### src/rtl/snes_video_pkg.sv
// Shared timing defaults, pattern selector and colour type for the synthetic SNES video source.
package snes_video_pkg;

    localparam int DEF_DOT_DIV     = 4;
    localparam int DEF_H_TOTAL     = 341;
    localparam int DEF_H_ACTIVE    = 256;
    localparam int DEF_V_TOTAL     = 262;
    localparam int DEF_V_ACTIVE    = 224;
    localparam int DEF_REFRESH_DOT = 134;
    localparam int DEF_REFRESH_LEN = 40;

    typedef enum logic [1:0] {
        GRADIENT = 2'd0,
        BARS     = 2'd1,
        CHECKER  = 2'd2,
        SOLID    = 2'd3
    } pattern_t;

    typedef logic [14:0] rgb555_t;

endpackage

### src/rtl/snes_video_source_pattern.sv
// Combinational test-pattern generator: maps a dot position and frame number to a 5:5:5 {B,G,R} colour.
module snes_pattern_gen
    import snes_video_pkg::*;
(
    input  logic [7:0] i_hc,
    input  logic [7:0] i_vc,
    input  logic [4:0] i_frame,
    input  pattern_t   i_pattern,
    input  rgb555_t    i_solid,
    output rgb555_t    o_rgb
);

    always_comb begin
        o_rgb = '0;
        case (i_pattern)
            GRADIENT: o_rgb = {i_frame, i_vc[7:3], i_hc[7:3]};
            // Bar index bits 2/1/0 drive B/G/R at full scale.
            BARS:     o_rgb = {{5{i_hc[7]}}, {5{i_hc[6]}}, {5{i_hc[5]}}};
            CHECKER:  o_rgb = (i_hc[3] ^ i_vc[3]) ? 15'h7FFF : 15'h0000;
            SOLID:    o_rgb = i_solid;
            default:  o_rgb = '0;
        endcase
    end

endmodule

### src/rtl/snes_video_source.sv
// Synthetic SNES PPU timing and colour source with frame-sync pause support.
module snes_video_source
    import snes_video_pkg::*;
#(
    parameter int DOT_DIV     = DEF_DOT_DIV,
    parameter int H_TOTAL     = DEF_H_TOTAL,
    parameter int H_ACTIVE    = DEF_H_ACTIVE,
    parameter int V_TOTAL     = DEF_V_TOTAL,
    parameter int V_ACTIVE    = DEF_V_ACTIVE,
    parameter int REFRESH_DOT = DEF_REFRESH_DOT,
    parameter int REFRESH_LEN = DEF_REFRESH_LEN
) (
    input  logic        clk,
    input  logic        reset,
    input  logic        pause,
    input  logic [1:0]  pattern,
    input  logic [14:0] solid_color,
    output logic        dotclk,
    output logic        hblank,
    output logic        vblank,
    output logic [8:0]  xs,
    output logic [8:0]  ys,
    output logic [14:0] rgb5,
    output logic        snes_refresh,
    output logic        frame_start
);

    localparam int PH_W = (DOT_DIV > 2) ? $clog2(DOT_DIV) : 1;
    localparam int HC_W = ($clog2(H_TOTAL) > 8) ? $clog2(H_TOTAL) : 8;
    localparam int VC_W = ($clog2(V_TOTAL) > 8) ? $clog2(V_TOTAL) : 8;
    localparam int RC_W = $clog2(REFRESH_LEN + 1);

    logic [PH_W-1:0] r_ph;
    logic [HC_W-1:0] r_hc;
    logic [VC_W-1:0] r_vc;
    logic            r_field;
    logic [7:0]      r_frame;
    pattern_t        r_pat;
    logic [RC_W-1:0] r_rcnt;
    logic            r_refresh;
    logic            r_dotclk;
    logic            r_hblank;
    logic            r_vblank;
    logic [8:0]      r_xs;
    logic [8:0]      r_ys;
    rgb555_t         r_rgb;
    logic            r_frame_start;

    logic            w_ph_wrap;
    logic            w_hc_wrap;
    logic            w_vc_wrap;
    logic            w_frame_wrap;
    logic [PH_W-1:0] w_ph_n;
    logic [HC_W-1:0] w_hc_n;
    logic [VC_W-1:0] w_vc_n;
    logic            w_field_n;
    logic [7:0]      w_frame_n;
    pattern_t        w_pat_n;
    logic            w_hblank_n;
    logic            w_vblank_n;
    logic            w_dotclk_n;
    logic            w_ref_start;
    rgb555_t         w_pix;

    // Next-state counters; outputs are decoded from these so they track the counters with no lag.
    assign w_ph_wrap    = (r_ph == PH_W'(DOT_DIV - 1));
    assign w_hc_wrap    = (r_hc == HC_W'(H_TOTAL - 1));
    assign w_vc_wrap    = (r_vc == VC_W'(V_TOTAL - 1));
    assign w_frame_wrap = w_ph_wrap & w_hc_wrap & w_vc_wrap;

    assign w_ph_n    = w_ph_wrap ? '0 : r_ph + 1'b1;
    assign w_hc_n    = !w_ph_wrap ? r_hc : (w_hc_wrap ? '0 : r_hc + 1'b1);
    assign w_vc_n    = !(w_ph_wrap && w_hc_wrap) ? r_vc : (w_vc_wrap ? '0 : r_vc + 1'b1);
    assign w_field_n = r_field ^ w_frame_wrap;
    assign w_frame_n = r_frame + {7'd0, w_frame_wrap};
    assign w_pat_n   = w_frame_wrap ? pattern_t'(pattern) : r_pat;

    assign w_hblank_n  = (w_hc_n >= HC_W'(H_ACTIVE));
    assign w_vblank_n  = (w_vc_n >= VC_W'(V_ACTIVE));
    assign w_dotclk_n  = (w_ph_n >= PH_W'(DOT_DIV / 2));
    assign w_ref_start = (w_hc_n == HC_W'(REFRESH_DOT)) && (w_ph_n == '0);

    snes_pattern_gen u_pattern (
        .i_hc      (w_hc_n[7:0]),
        .i_vc      (w_vc_n[7:0]),
        .i_frame   (w_frame_n[4:0]),
        .i_pattern (w_pat_n),
        .i_solid   (solid_color),
        .o_rgb     (w_pix)
    );

    always_ff @(posedge clk or posedge reset) begin
        if (reset) begin
            r_ph          <= '0;
            r_hc          <= '0;
            r_vc          <= '0;
            r_field       <= 1'b0;
            r_frame       <= '0;
            r_pat         <= GRADIENT;
            r_rcnt        <= '0;
            r_refresh     <= 1'b0;
            r_dotclk      <= 1'b0;
            r_hblank      <= 1'b0;
            r_vblank      <= 1'b0;
            r_xs          <= '0;
            r_ys          <= '0;
            r_rgb         <= '0;
            r_frame_start <= 1'b0;
        end else begin
            r_frame_start <= w_frame_wrap && !pause;
            if (!pause) begin
                r_ph     <= w_ph_n;
                r_hc     <= w_hc_n;
                r_vc     <= w_vc_n;
                r_field  <= w_field_n;
                r_frame  <= w_frame_n;
                r_pat    <= w_pat_n;
                r_dotclk <= w_dotclk_n;
                r_hblank <= w_hblank_n;
                r_vblank <= w_vblank_n;
                r_xs     <= {w_hc_n[7:0], w_dotclk_n};
                r_ys     <= {w_field_n, w_vc_n[7:0]};
                // Colour is captured half a dot early so it is settled at the dotclk rising edge.
                if (w_ph_n == PH_W'(DOT_DIV / 2 - 1))
                    r_rgb <= (w_hblank_n || w_vblank_n) ? '0 : w_pix;
                if (w_ref_start) begin
                    r_refresh <= 1'b1;
                    r_rcnt    <= RC_W'(REFRESH_LEN - 1);
                end else if (r_refresh) begin
                    if (r_rcnt == '0)
                        r_refresh <= 1'b0;
                    else
                        r_rcnt <= r_rcnt - 1'b1;
                end
            end
        end
    end

    assign dotclk       = r_dotclk;
    assign hblank       = r_hblank;
    assign vblank       = r_vblank;
    assign xs           = r_xs;
    assign ys           = r_ys;
    assign rgb5         = r_rgb;
    assign snes_refresh = r_refresh;
    assign frame_start  = r_frame_start;

endmodule
### config.mk
export PLATFORM = sky130hd
export DESIGN_NAME = snes_video_source
export DESIGN_NICKNAME = d
export VERILOG_FILES = /design/src/rtl/snes_video_pkg.sv /design/src/rtl/snes_video_source_pattern.sv /design/src/rtl/snes_video_source.sv
export SDC_FILE = /design/constraint.sdc
export NUM_CORES = 1
export LEC_CHECK = 0
export ABC_AREA = 1
export BUFFER_PORTS_ARGS = -buffer_cell sky130_fd_sc_hd__buf_2
export CORE_MARGIN = 1
export CORE_UTILIZATION = 40
export CTS_BUF_LIST = sky130_fd_sc_hd__clkbuf_4
export DETAILED_ROUTE_END_ITERATION = 16
export HOLD_SLACK_MARGIN = 0.03
export SLEW_MARGIN = 25
export SYNTH_ARGS = -nofsm -noshare
export SYNTH_HDL_FRONTEND = slang
export SYNTH_SLANG_ARGS = --single-unit
### constraint.sdc
create_clock -name clk -period 2.05 [get_ports clk]
set_clock_uncertainty 0.2 [all_clocks]
set_input_delay 0.41 -clock clk [delete_from_list [all_inputs] [get_ports clk]]
set_output_delay 0.41 -clock clk [all_outputs]
set_load 0.005 [all_outputs]
==> impl_metrics.json <==
{
  "status": "finished with violations",
  "failed_checks": "setup timing",
  "place_inst": 718,
  "synth-async-reset-ratio": 1.00,
  "post-route-cell-area_um2": 4780,
  "die_area_um2": 9430,
  "timing.rr.end": "rgb5[14]",
  "critPathRequiredTime_ns": 2.16,
  "nNetsFinal": 657,
  "clockBufferDepth": 2,
  "reg2reg_depth": 16,
  "synth_top_area_share": 0.359,
  "vias": 3597,
  "gr-total-overflow": 0,
  "chipHeight_um": 97.1,
  "post-place-ws_ns": -0.239,
  "finalSetupViolations": 24,
  "powerDensity_nw_per_um2": 704,
  "ys_seq_area_frac": 0.359,
  "diodes": 0,
  "crit_path_max_incr_delay_ns": 0.42,
  "r2r_start": "r_hc[1]",
  "drt-total-wl_um": 9470,
  "initial_core_util": 0.415,
  "path_cells": "inv_2 -> ha_4 -> nand2_2 -> inv_2 -> nand2_2 -> nor2_4 -> nand3_4 -> inv_4 -> ha_4 -> ha_4 -> nand3_4 -> xor2_2 -> nor2_1 -> nor2_1 -> nand2_1 -> nand2_1",
  "final_antenna_net_count": 0,
  "die_w_um": 97.1,
  "finalHoldViolations": 0,
  "clock-sinks": 52,
  "final_cells": 736,
  "drc": 0,
  "worst_hold_path.num_cells": 5,
  "fmax_ghz": 0.448,
  "htree_levels": 2,
  "cp_top_family": "simple AND/OR/NAND/NOR gates",
  "crit_top_cell": "ha_4",
  "yosys.area.top_type": "dfrtp_1",
  "startpoint_type": "flop",
  "port_buffers": 57,
  "cts_root_buf": "clkbuf_4",
  "tightest_slew_ns": 0.330,
  "grtUsageTotal": 0.210,
  "tritoncts": "built",
  "wl_per_cell_um": 12.9,
  "irDropWorstVdd_mv": 0.294,
  "tns_ns": -2.85,
  "gp_congestion": 0.826,
  "netlist_area_um2": 3620,
  "synth_cells": 512,
  "total_power_mw": 3.37,
  "synth.net_count": 542,
  "clock_latency_ns": 0.39,
  "period_share": 1.09,
  "synth_edf_count": 0,
  "ys.flop_type": "dfrtp_1",
  "grt_max_degree": 53,
  "critPathBufInv": 3,
  "rsz0062_at_grt": "yes",
  "min_from": "solid_color[2]",
  "crit_path_end_kind": "flop",
  "crit_fanout": 5,
  "ff2ff_setup_slack_ns": -0.18,
  "utilization": 0.548,
  "drtPass1Iterations": 4,
  "post-dp-hpwl_um": 7110,
  "grt_pass1_wl_um": 16300,
  "synth.area.top_cells": "dfrtp_1, nand2_1, nand3_1",
  "row_count": 34,
  "numCtsBuffers": 5,
  "design.portCount": 58,
  "drive_gt1_frac": 0.355,
  "finalMaxSlewViolations": 0,
  "hp-class": "primary input to flop",
  "setup_ws_ns": -0.181,
  "avgSynthCellArea_um2": 7.07,
  "coreArea_um2": 8720,
  "power_leakage_nw": 2.57,
  "cts.reportedPaths.clkPinSlew_ns": 0.16,
  "maxCapViolations": 0,
  "worstPathArrival_ns": 2.34,
  "grt_pass1_vias": 3441,
  "holdWs_ns": 0.0980,
  "synth-warning-count": 0,
  "ys_types": 32,
  "viasPerCell": 4.89,
  "initialDrtViolationCount": 144,
  "area_growth_pct": 32.1,
  "antenna_found_initial": 0,
  "dpl-instance-area_um2": 4440,
  "relSlewSlack": 0.778,
  "ys_ff_latch": 52,
  "fin_crit_ns": 2.23,
  "crit_type": "flop to flop",
  "hold_end": "rgb5[2]",
  "cp_slowest_cell": "dfrtp_1"
}
[flip-flops by register name, summed over array words and instances, names as in the netlist]
register and flops:
vblank 1, frame_start 1, xs 1, r_frame 5, r_vc 9, snes_refresh 1
rgb5 15, r_ph 1, r_pat 2, r_hc 9, r_field 1, r_rcnt 6
[worst min-delay path: stages]
cell	delay, ns
buf_2	0.07
nand2_1	0.04
nand2_1	0.05
nand2_1	0.04
nand2_1	0.05
[cells in the mapped netlist (all sizes together), types with 2 or more instances]
library cell,instances
ha,10
nand3,53
nand2,191
xnor2,5
nor3,2
nand4,7
o21ai,29
clkbuf,6
a21oi,7
nor2,62
xor2,4
buf,16
a21o,2
inv,60
dfrtp,52
[timing repair]
item | in CTS | in global routing
endpoints found under the setup margin | 32 | 33
endpoints found under the hold margin | 52 | 0
hold buffers | 1 | 0
setup buffers | 6 | 2
gates resized for setup | 19 | 29
pin swaps | 7 | 12
cloned | 1 | 0
[routing by layer]
metal | GRT usage | part of all wire
met1 | 0.290 | 0.48
met5 | 0 | 0
met3 | 0.0288 | 0.038
met2 | 0.352 | 0.47
met4 | 0.0459 | 0.010
[cells in the final DEF, fill, tap and decap left out, types with 3 or more instances in the layout]
cell type  instances
nand2_1          163
buf_4             66
buf_2             57
dfrtp_1           52
inv_1             49
nor2_1            44
nand3_1           36
o21ai_0           25
nand2_2           19
inv_2             10
nand3_2           10
nor2_4             9
nand2_4            9
nor2_2             7
nand3_4            7
nand4_1            7
a21oi_1            6
clkbuf_4           6
ha_4               5
xnor2_1            4
ha_1               4
buf_6              4
nor2_8             3
xor2_1             3
[worst max path at each step]
stage	from	endpoint	slack (ns)	depth (start not counted)
final	r_hc[1]	rgb5[14]	-0.18	16
after global routing	r_hc[1]	rgb5[14]	-0.34	16
after CTS	r_hc[0]	rgb5[14]	-0.19	16
after detailed placement	r_hc[1]	rgb5[14]	-0.24	16
after global placement	r_hc[1]	rgb5[14]	-0.22	16
after floorplan	r_hc[0]	rgb5[14]	-0.09	16
[area by class of cell]
| cell class | instances | area [um2] |
|---|---|---|
| clock inverters | 2 | 16.3 |
| fillers | 842 | 3940 |
| flip-flops and latches | 52 | 1300 |
| multi-input cells | 378 | 2200 |
| repair buffers | 129 | 856 |
| well taps | 108 | 135 |
| clock buffers | 6 | 45.0 |
| inverters | 61 | 231 |
[cells by family after synthesis]
group,after synthesis,synth area share
fa+ha+maj,10,0.0346
buf+inv,83,0.107
simple gates,317,0.415
flops,52,0.359
xor+xnor,9,0.0218
compound gates,41,0.0619
[report_power, final]
group	internal [mW]	total (mW)	leakage, nW	switching (mW)
clock	0.151	0.503	0.0319	0.353
sequential	1.16	1.29	0.690	0.131
combinational	0.713	1.58	1.85	0.867
total	2.02	3.37	2.57	1.35
Note: power is estimated with default switching activity, not from simulation.
